### config.mk
export PLATFORM = sky130hd
export DESIGN_NAME = rf_wb_arbiter
export DESIGN_NICKNAME = d
export VERILOG_FILES = /design/src/rtl/rf_wb_arbiter.sv
export SDC_FILE = /design/constraint.sdc
export NUM_CORES = 1
export LEC_CHECK = 0
export BUFFER_PORTS_ARGS = -buffer_cell sky130_fd_sc_hd__buf_2
export CAP_MARGIN = 20
export CELL_PAD_IN_SITES_DETAIL_PLACEMENT = 1
export CELL_PAD_IN_SITES_GLOBAL_PLACEMENT = 1
export CORE_MARGIN = 3
export CORE_UTILIZATION = 40
export CTS_CLUSTER_SIZE = 20
export DETAILED_ROUTE_END_ITERATION = 6
export PLACE_DENSITY = 0.85
export SETUP_SLACK_MARGIN = 0.15
export SYNTH_ARGS = -nofsm -noshare
export SYNTH_HDL_FRONTEND = slang
export SYNTH_SLANG_ARGS = --single-unit
### constraint.sdc
create_clock -name clk_i -period 1.6 [get_ports clk_i]
set_input_delay 0.08 -clock clk_i [delete_from_list [all_inputs] [get_ports clk_i]]
set_output_delay 0.08 -clock clk_i [all_outputs]
set_load 0.005 [all_outputs]
### src/rtl/rf_wb_arbiter.sv
// Write-back arbiter: two one-entry holding registers share the register file write port.
// Drains oldest entry first; publishes a pending-write mask and a sticky protocol error flag.
module rf_wb_arbiter (
  input  logic        clk_i,
  input  logic        rst_i,
  input  logic        a_valid_i,
  input  logic [2:0]  a_reg_i,
  input  logic [15:0] a_data_i,
  output logic        a_ready_o,
  input  logic        b_valid_i,
  input  logic [2:0]  b_reg_i,
  input  logic [15:0] b_data_i,
  output logic        b_ready_o,
  output logic        write_o,
  output logic [2:0]  writeregsel_o,
  output logic [15:0] writedata_o,
  output logic [7:0]  pend_o,
  output logic        err_o
);

  logic        ha_v_q, ha_v_d;
  logic [2:0]  ha_reg_q, ha_reg_d;
  logic [15:0] ha_data_q, ha_data_d;
  logic        hb_v_q, hb_v_d;
  logic [2:0]  hb_reg_q, hb_reg_d;
  logic [15:0] hb_data_q, hb_data_d;
  logic        age_q, age_d;
  logic        tie_q, tie_d;
  logic        rr_q, rr_d;
  logic        a_stall_q, a_stall_d;
  logic        b_stall_q, b_stall_d;
  logic [2:0]  a_reg_prev_q, b_reg_prev_q;
  logic [15:0] a_data_prev_q, b_data_prev_q;
  logic        err_q, err_d;

  logic grant_a, grant_b;
  logic load_a, load_b;
  logic viol_a, viol_b;

  // Grants are gated by rst so entries discarded by reset never reach the register file.
  always_comb begin
    grant_a = 1'b0;
    grant_b = 1'b0;
    if (!rst_i) begin
      if (ha_v_q && hb_v_q) begin
        if (tie_q) begin
          grant_a = ~rr_q;
          grant_b = rr_q;
        end else begin
          grant_a = age_q;
          grant_b = ~age_q;
        end
      end else begin
        grant_a = ha_v_q;
        grant_b = hb_v_q;
      end
    end
  end

  assign a_ready_o = ~ha_v_q | grant_a;
  assign b_ready_o = ~hb_v_q | grant_b;
  assign load_a    = a_valid_i & a_ready_o;
  assign load_b    = b_valid_i & b_ready_o;

  always_comb begin
    write_o       = grant_a | grant_b;
    writeregsel_o = 3'd0;
    writedata_o   = 16'd0;
    if (grant_a) begin
      writeregsel_o = ha_reg_q;
      writedata_o   = ha_data_q;
    end else if (grant_b) begin
      writeregsel_o = hb_reg_q;
      writedata_o   = hb_data_q;
    end
  end

  always_comb begin
    pend_o = 8'd0;
    if (ha_v_q) pend_o[ha_reg_q] = 1'b1;
    if (hb_v_q) pend_o[hb_reg_q] = 1'b1;
  end

  always_comb begin
    ha_v_d    = ha_v_q;
    ha_reg_d  = ha_reg_q;
    ha_data_d = ha_data_q;
    hb_v_d    = hb_v_q;
    hb_reg_d  = hb_reg_q;
    hb_data_d = hb_data_q;
    if (load_a) begin
      ha_v_d    = 1'b1;
      ha_reg_d  = a_reg_i;
      ha_data_d = a_data_i;
    end else if (grant_a) begin
      ha_v_d = 1'b0;
    end
    if (load_b) begin
      hb_v_d    = 1'b1;
      hb_reg_d  = b_reg_i;
      hb_data_d = b_data_i;
    end else if (grant_b) begin
      hb_v_d = 1'b0;
    end
  end

  // age: 1 = A older. A same-cycle capture on both sides is a tie resolved by rr.
  always_comb begin
    age_d = age_q;
    tie_d = tie_q;
    if (load_a && load_b) begin
      tie_d = 1'b1;
    end else if (load_a && hb_v_q && !grant_b) begin
      age_d = 1'b0;
      tie_d = 1'b0;
    end else if (load_b && ha_v_q && !grant_a) begin
      age_d = 1'b1;
      tie_d = 1'b0;
    end
  end

  always_comb begin
    rr_d = rr_q;
    if (grant_a)      rr_d = 1'b1;
    else if (grant_b) rr_d = 1'b0;
  end

  assign a_stall_d = a_valid_i & ~a_ready_o;
  assign b_stall_d = b_valid_i & ~b_ready_o;
  assign viol_a = a_stall_q & (~a_valid_i | (a_reg_i != a_reg_prev_q) | (a_data_i != a_data_prev_q));
  assign viol_b = b_stall_q & (~b_valid_i | (b_reg_i != b_reg_prev_q) | (b_data_i != b_data_prev_q));
  assign err_d  = err_q | viol_a | viol_b;
  assign err_o  = err_q;

  always_ff @(posedge clk_i) begin
    if (rst_i) begin
      ha_v_q        <= 1'b0;
      ha_reg_q      <= 3'd0;
      ha_data_q     <= 16'd0;
      hb_v_q        <= 1'b0;
      hb_reg_q      <= 3'd0;
      hb_data_q     <= 16'd0;
      age_q         <= 1'b0;
      tie_q         <= 1'b0;
      rr_q          <= 1'b0;
      a_stall_q     <= 1'b0;
      b_stall_q     <= 1'b0;
      a_reg_prev_q  <= 3'd0;
      b_reg_prev_q  <= 3'd0;
      a_data_prev_q <= 16'd0;
      b_data_prev_q <= 16'd0;
      err_q         <= 1'b0;
    end else begin
      ha_v_q        <= ha_v_d;
      ha_reg_q      <= ha_reg_d;
      ha_data_q     <= ha_data_d;
      hb_v_q        <= hb_v_d;
      hb_reg_q      <= hb_reg_d;
      hb_data_q     <= hb_data_d;
      age_q         <= age_d;
      tie_q         <= tie_d;
      rr_q          <= rr_d;
      a_stall_q     <= a_stall_d;
      b_stall_q     <= b_stall_d;
      a_reg_prev_q  <= a_reg_i;
      b_reg_prev_q  <= b_reg_i;
      a_data_prev_q <= a_data_i;
      b_data_prev_q <= b_data_i;
      err_q         <= err_d;
    end
  end

endmodule

==> results of run 1 <==
==> how the worst max path moves through the flow <==
stage          slack [ns]  depth (start not counted)              end  start
2_1_floorplan        0.17                          6            age_q  tie_q
3_3_place_gp        -0.29                          5  writedata_o[15]  tie_q
3_5_place_dp        -0.32                          6            tie_q  tie_q
4_1_cts             -0.32                          7  writedata_o[13]  tie_q
5_1_grt             -0.48                         10     ha_data_q[8]  tie_q
6_report            -0.45                         10     ha_data_q[8]   rr_q
==> final cells by class <==
type                    instances  area (um^2)  share of cell area
clock inverters                 5          106              0.0186
repair buffers                163         1370               0.240
well taps                     105          131              0.0230
inverters                       7         31.3             0.00547
flip-flops and latches         84         1700               0.297
clock buffers                  11          151              0.0265
multi-input cells             271         2230               0.390
==> state kept, by name, indices dropped and copies added (netlist names), 3 cells and up <==
register       cells
a_data_prev_q     16
a_reg_prev_q       3
b_data_prev_q     16
b_reg_prev_q       3
ha_data_q         16
ha_reg_q           3
hb_data_q         16
hb_reg_q           3
==> layout by cell type (no fill, tap or decap), types with 16 or more instances in the layout <==
master,n
nand2_1,28
nand2_2,16
a21oi_2,33
a22o_1,19
buf_6,18
xor2_1,28
buf_4,27
dfxtp_1,73
nor2b_1,38
buf_2,71
dlygate4sd3_1,36
==> what timing repair did <==
action                     4_1_cts  5_1_grt
setup buffers                    6       16
setup endpoints to repair       68       74
hold buffers                    36        1
gates resized for setup         58      130
pin swaps                       18       28
hold endpoints to repair        60        1
cloned                           4        1
==> layer usage <==
layer,track usage,up-vias
met1,0.365,1906
li1,-,1633
met3,0.0545,79
met5,0,-
met2,0.521,221
met4,0.139,0
==> cell usage after synthesis (3+ instances only) <==
library cell / instances
nand3_1: 22
o21ai_0: 20
clkbuf_1: 17
a21oi_1: 46
xor2_1: 29
xnor2_1: 9
o22ai_1: 7
a22o_1: 19
o21ai_1: 3
nor2_1: 3
nand4_1: 3
nand2b_1: 6
nand2_1: 46
nor3_1: 4
inv_1: 5
buf_2: 3
dfxtp_1: 84
nor4_1: 7
nor2b_1: 38
==> where the power goes <==
part	total (W)	switching, W	internal [W]
Sequential	0.00233	0.000117	0.00221
Clock	0.00200	0.000875	0.00113
Combinational	0.00111	0.000610	0.000502
Total	0.00545	0.00160	0.00385
==> cell families after synthesis <==
logic type	count (synthesis)	synth area share
flip-flops	84	0.488
AO/OA/AOI/OAI	102	0.180
buffers and inverters	32	0.0403
XOR/XNOR	38	0.0966
AND/OR/NAND/NOR	131	0.195
==> worst max-delay path: cells and delay by family (launching register included) <==
kind                   cells  cell delay (ns)
AO/OA/AOI/OAI              3             0.72
buffers and inverters      5             0.70
flip-flops                 1             0.35
AND/OR/NAND/NOR            2             0.22
==> through the flow <==
step | std cells | cell area (um^2) | setup slack (ns)
global placement | 565 | 4050 | -0.290
floorplan | 387 | 3450 | 0.166
detailed placement | 566 | 4060 | -0.322
CTS | 628 | 5040 | -0.323
global route | 646 | 5710 | -0.483
finish | 646 | 5710 | -0.445
==> impl_metrics.json, run 1 <==
{
  "run_status": "finished with violations",
  "violations": "hold timing, setup timing",
  "synth-async-reset-ratio": 0,
  "timing.critical_path.slowest_cell_delay_ns": 0.37,
  "crit_type": "reg -> reg",
  "timing.hold.worst_endpoint": "hb_data_q[13]",
  "dr_pass1_iterations": 5,
  "place.gp.congestion": 0.843,
  "grt_max_degree": 55,
  "grt_overflow_total": 0,
  "kind_of_start_point_of_the_critical_path": "flop",
  "synthesis.area_mm2": 0.00345,
  "largest_area_contributor_in_the_netlist": "dfxtp_1",
  "maxUsedRoutingLayer": "met4",
  "drive_above_1_share": 0.484,
  "via_count_of_the_first_global_routing_pass": 3899,
  "grt_pass1_wl_mm": 22.7,
  "worstPathMaxFanout": 5,
  "place.port_buffers": 72,
  "ys_seq_area_frac": 0.488,
  "htree_num_levels": 3,
  "p_leak_nw": 2.31,
  "remaining_drc_errors": 0,
  "met1Wirelength_mm": 6.88,
  "hold_path.class": "in -> reg",
  "worst_setup_hold_path_clk_slew_ns": 0.10,
  "clkSinkCount": 84,
  "met2_length_mm": 8.99,
  "timing.final.max_slew_violations": 0,
  "routed_wl_mm": 18.1,
  "final.hold.worst_slack_ns": -0.00992,
  "timing.rr.start": "rr_q",
  "antenna_found_initial": 0,
  "synth-warning-count": 0,
  "kind_of_end_point_of_the_critical_path": "flop",
  "mappedNetlistNets": 429,
  "reg2reg_setup_slack_ns": -0.45,
  "finalHoldViolations": 1,
  "cts-root-buf": "clkbuf_8",
  "total_power_w": 0.00545,
  "slowest_stage_cell_on_the_critical_path": "a311oi_4",
  "ios": 73,
  "min_period_over_period": 1.28,
  "nNetsFinal": 578,
  "rsz0062_at_grt": "yes",
  "number_of_standard_cells_after_synthesis": 387,
  "die_width_um": 98.8,
  "achievable-frequency_mhz": 489,
  "critical_path_required_ns": 1.90,
  "routedWlPerCell_um": 28.0,
  "diodes": 0,
  "final_worst_path_setup_slack_ns": -0.445,
  "path_depth_of_the_worst_reg2reg_path": 10,
  "initial_core_utilization": 0.415,
  "crit_path_cell_trace": "nand2b_4, buf_6, a311oi_4, buf_4, buf_4, o21a_4, buf_4, buf_12, nand2_4, a21oi_2",
  "cts_tree": "done",
  "synth_edf_count": 0,
  "placeableCoreArea_mm2": 0.00830,
  "worst-slew-pin-transition_ns": 0.744,
  "cts_max_path_bufs": 2,
  "floorplan.rows": 33,
  "num-fill-cells": 880,
  "grt_usage": 0.302,
  "fin_skew_ns": 0.0162,
  "post_synthesis_register_bit_count": 84,
  "ant_nets": 0,
  "most_frequent_cp_cell": "buf_4",
  "tritoncts.num_buffers": 9,
  "number_of_cells_on_the_worst_hold_path": 3,
  "route.vias.total": 3839,
  "post-dp-hpwl_mm": 7.83,
  "chipHeight_um": 98.8,
  "insertion_delay_ns": 0.37,
  "synth_area_leaders": "dfxtp_1, xor2_1, nor2b_1, a21oi_1, nand2_1",
  "ys_dominant_reg_cell": "dfxtp_1",
  "synthDistinctLibCells": 30,
  "final.min_clock_period_ns": 2.05,
  "floorplan.die_area_mm2": 0.00976,
  "timing.max_slew.rel_slack": 0.504,
  "route.met3.wl_mm": 1.27,
  "report.final.setup_viol": 63,
  "worstReg2RegEnd": "ha_data_q[8]",
  "ir_worst_vdd_uv": 961,
  "synthesis.area_per_instance_um2": 8.90,
  "critical_path_arrival_ns": 2.34,
  "p_per_area_mw_per_mm2": 954,
  "timing.setup.tns_ns": -20.82,
  "first_iter_violations": 253,
  "area_delta_synth_final_pct": 65.8,
  "post-synth-top-area-fraction": 0.488,
  "worstHoldStart": "b_data_i[13]",
  "via_per_inst": 5.94,
  "finalCoreUtilization": 0.689,
  "timing.max_cap.violations": 0
}
Power figures use the tool's default switching activity.
==> run 2, diff against run 1 <==
MAX_ROUTING_LAYER = met4   (was default)
SKIP_LAST_GASP = 1   (was default)
SLEW_MARGIN = 20   (was default)
==> impl_metrics.json, run 2 (synthesized netlist as in run 1, its figures left out) <==
{
  "die_width_um": 98.8,
  "area_used_by_multi_input_combinational_logic_mm2": 0.00217,
  "rsz0062_at_grt": "yes",
  "top_family_by_delay_on_critical_path": "buffers and inverters",
  "kind_of_start_point_of_the_critical_path": "flop",
  "fin_skew_ns": 0.0166,
  "min_period_over_period": 1.27,
  "final_worst_path_setup_slack_ns": -0.426,
  "p_per_area_mw_per_mm2": 907,
  "critical_path_required_ns": 1.52,
  "crit_buf_inv": 4,
  "placeableCoreArea_mm2": 0.00830,
  "p_leak_nw": 2.28,
  "antenna_found_initial": 1,
  "htree_num_levels": 3,
  "timing.max_slew.rel_slack": 0.524,
  "final.min_clock_period_ns": 2.03,
  "crit_type": "reg -> out",
  "cts_max_path_bufs": 2,
  "timing.final.max_slew_violations": 0,
  "chipHeight_um": 98.8,
  "dr_pass1_iterations": 4,
  "crit_path_cell_trace": "nand2b_4, buf_6, a311oi_4, buf_6, buf_6, a22o_1, buf_2",
  "grt_usage": 0.299,
  "worst-slew-pin-transition_ns": 0.714,
  "grt_pass1_wl_mm": 21.9,
  "ir_worst_vdd_uv": 555,
  "place_inst": 565,
  "hold_path.class": "in -> reg",
  "violations": "setup timing",
  "place.port_buffers": 72,
  "most-common-layout-cells": "dfxtp_1, buf_2, nor2b_1",
  "place.gp.congestion": 0.857,
  "swShare": 0.320,
  "critical_path_arrival_ns": 1.95,
  "insertion_delay_ns": 0.37,
  "timing.max_cap.violations": 0,
  "routed_wl_mm": 17.6,
  "timing.setup.tns_ns": -18.02,
  "post-route-cell-area_mm2": 0.00553,
  "most_frequent_cp_cell": "buf_6",
  "finalCoreUtilization": 0.667,
  "floorplan.rows": 33,
  "area.sequential_mm2": 0.00170,
  "final-instance-count-excl-fill": 640,
  "place_area_mm2": 0.00406,
  "nNetsFinal": 571,
  "kind_of_end_point_of_the_critical_path": "output port",
  "finalHoldViolations": 0,
  "timing.rr.start": "rr_q",
  "worstHoldStart": "b_data_i[1]",
  "via_count_of_the_first_global_routing_pass": 3892,
  "run_status": "finished with violations",
  "floorplan.die_area_mm2": 0.00976,
  "ant_nets": 0,
  "drive_above_1_share": 0.449,
  "routedWlPerCell_um": 27.5,
  "grt_max_degree": 55,
  "post-dp-hpwl_mm": 7.80,
  "report.final.setup_viol": 63,
  "first_iter_violations": 206,
  "startpoint": "rr_q",
  "area_delta_synth_final_pct": 60.6,
  "worstPathMaxFanout": 5,
  "initial_core_utilization": 0.415,
  "cts-root-buf": "clkbuf_8",
  "slowest_stage_cell_on_the_critical_path": "dfxtp_2",
  "clkSinkCount": 84,
  "route.vias.total": 3861,
  "clk_network_pwr_share": 0.326,
  "cts_tree": "done",
  "seqPwrFrac": 0.462,
  "timing.critical_path.slowest_cell_delay_ns": 0.35,
  "pwr-share-comb": 0.212,
  "grt_overflow_total": 0,
  "via_per_inst": 6.03,
  "power.internal_w": 0.00341,
  "worst_setup_hold_path_clk_slew_ns": 0.10,
  "ios": 73,
  "remaining_drc_errors": 0,
  "net-switching-power_w": 0.00161,
  "tritoncts.num_buffers": 9,
  "achievable-frequency_mhz": 494,
  "num-fill-cells": 900,
  "layout_commonest_cell": "dfxtp_1"
}
run 2: cell count changes in the layout (fill, tap and decap cells not counted), sizes merged, moves of 2 or more:
| cell | before | now |
|---|---|---|
| clkinv | 0 | 2 |
| buf | 125 | 114 |
| clkinvlp | 1 | 3 |
| bufinv | 3 | 1 |
run 2: power by group through the flow:
stage | clock network, W | logic, W | registers (W)
global route | 0.00173 | 0.00110 | 0.00233
global placement | 0 | 0.000565 | 0.00233
finish | 0.00164 | 0.00106 | 0.00232
floorplan | 0 | 0.000333 | 0.00231
detailed placement | 0 | 0.000599 | 0.00234
CTS | 0.00156 | 0.000736 | 0.00229
run 2: metal layers:
layer / share of wire / vias to the layer above / GRT usage
li1: - / 1614 / -
met1: 0.41 / 1948 / 0.348
met2: 0.48 / 230 / 0.496
met3: 0.063 / 69 / 0.0566
met4: 0.045 / 0 / 0.142
met5: 0 / - / -
run 2: path summary, 6_finish.rpt:
path                         end  slack [ns]  depth (start not counted)
hold reg to reg    ha_data_q[11]        0.48                          2
setup reg to reg     ha_reg_q[2]       -0.36                          9
hold / removal      hb_data_q[1]       0.008                          3
setup / recovery  writedata_o[8]       -0.43                          7
run 2: timing repair:
item	CTS	global route
resized for setup	27	146
endpoints found under the hold margin	45	2
setup buffers	4	9
pin swaps	9	75
setup endpoints to repair	69	75
gates cloned	2	6
hold buffers	35	2
run 2: stage by stage:
step	power (W)	setup slack, ns	hold slack, ns
floorplan	0.00264	0.166	0.208
global placement	0.00290	-0.290	0.336
detailed placement	0.00294	-0.288	0.341
CTS	0.00459	-0.337	0.000412
global route	0.00516	-0.481	-0.000132
finish	0.00502	-0.426	0.00806
run 2: layout make-up:
type / instances / share of cell area
diodes: 1 / 0.000452
clock buffers: 9 / 0.0224
clock inverters: 7 / 0.0136
inverters: 7 / 0.00565
multi-input cells: 272 / 0.392
flip-flops and latches: 84 / 0.307
well taps: 105 / 0.0237
repair buffers: 155 / 0.235
run 2: tightest hold or removal path, stage by stage:
cell	delay (ns)
buf_2	0.14
nand3_4	0.06
a21oi_2	0.05
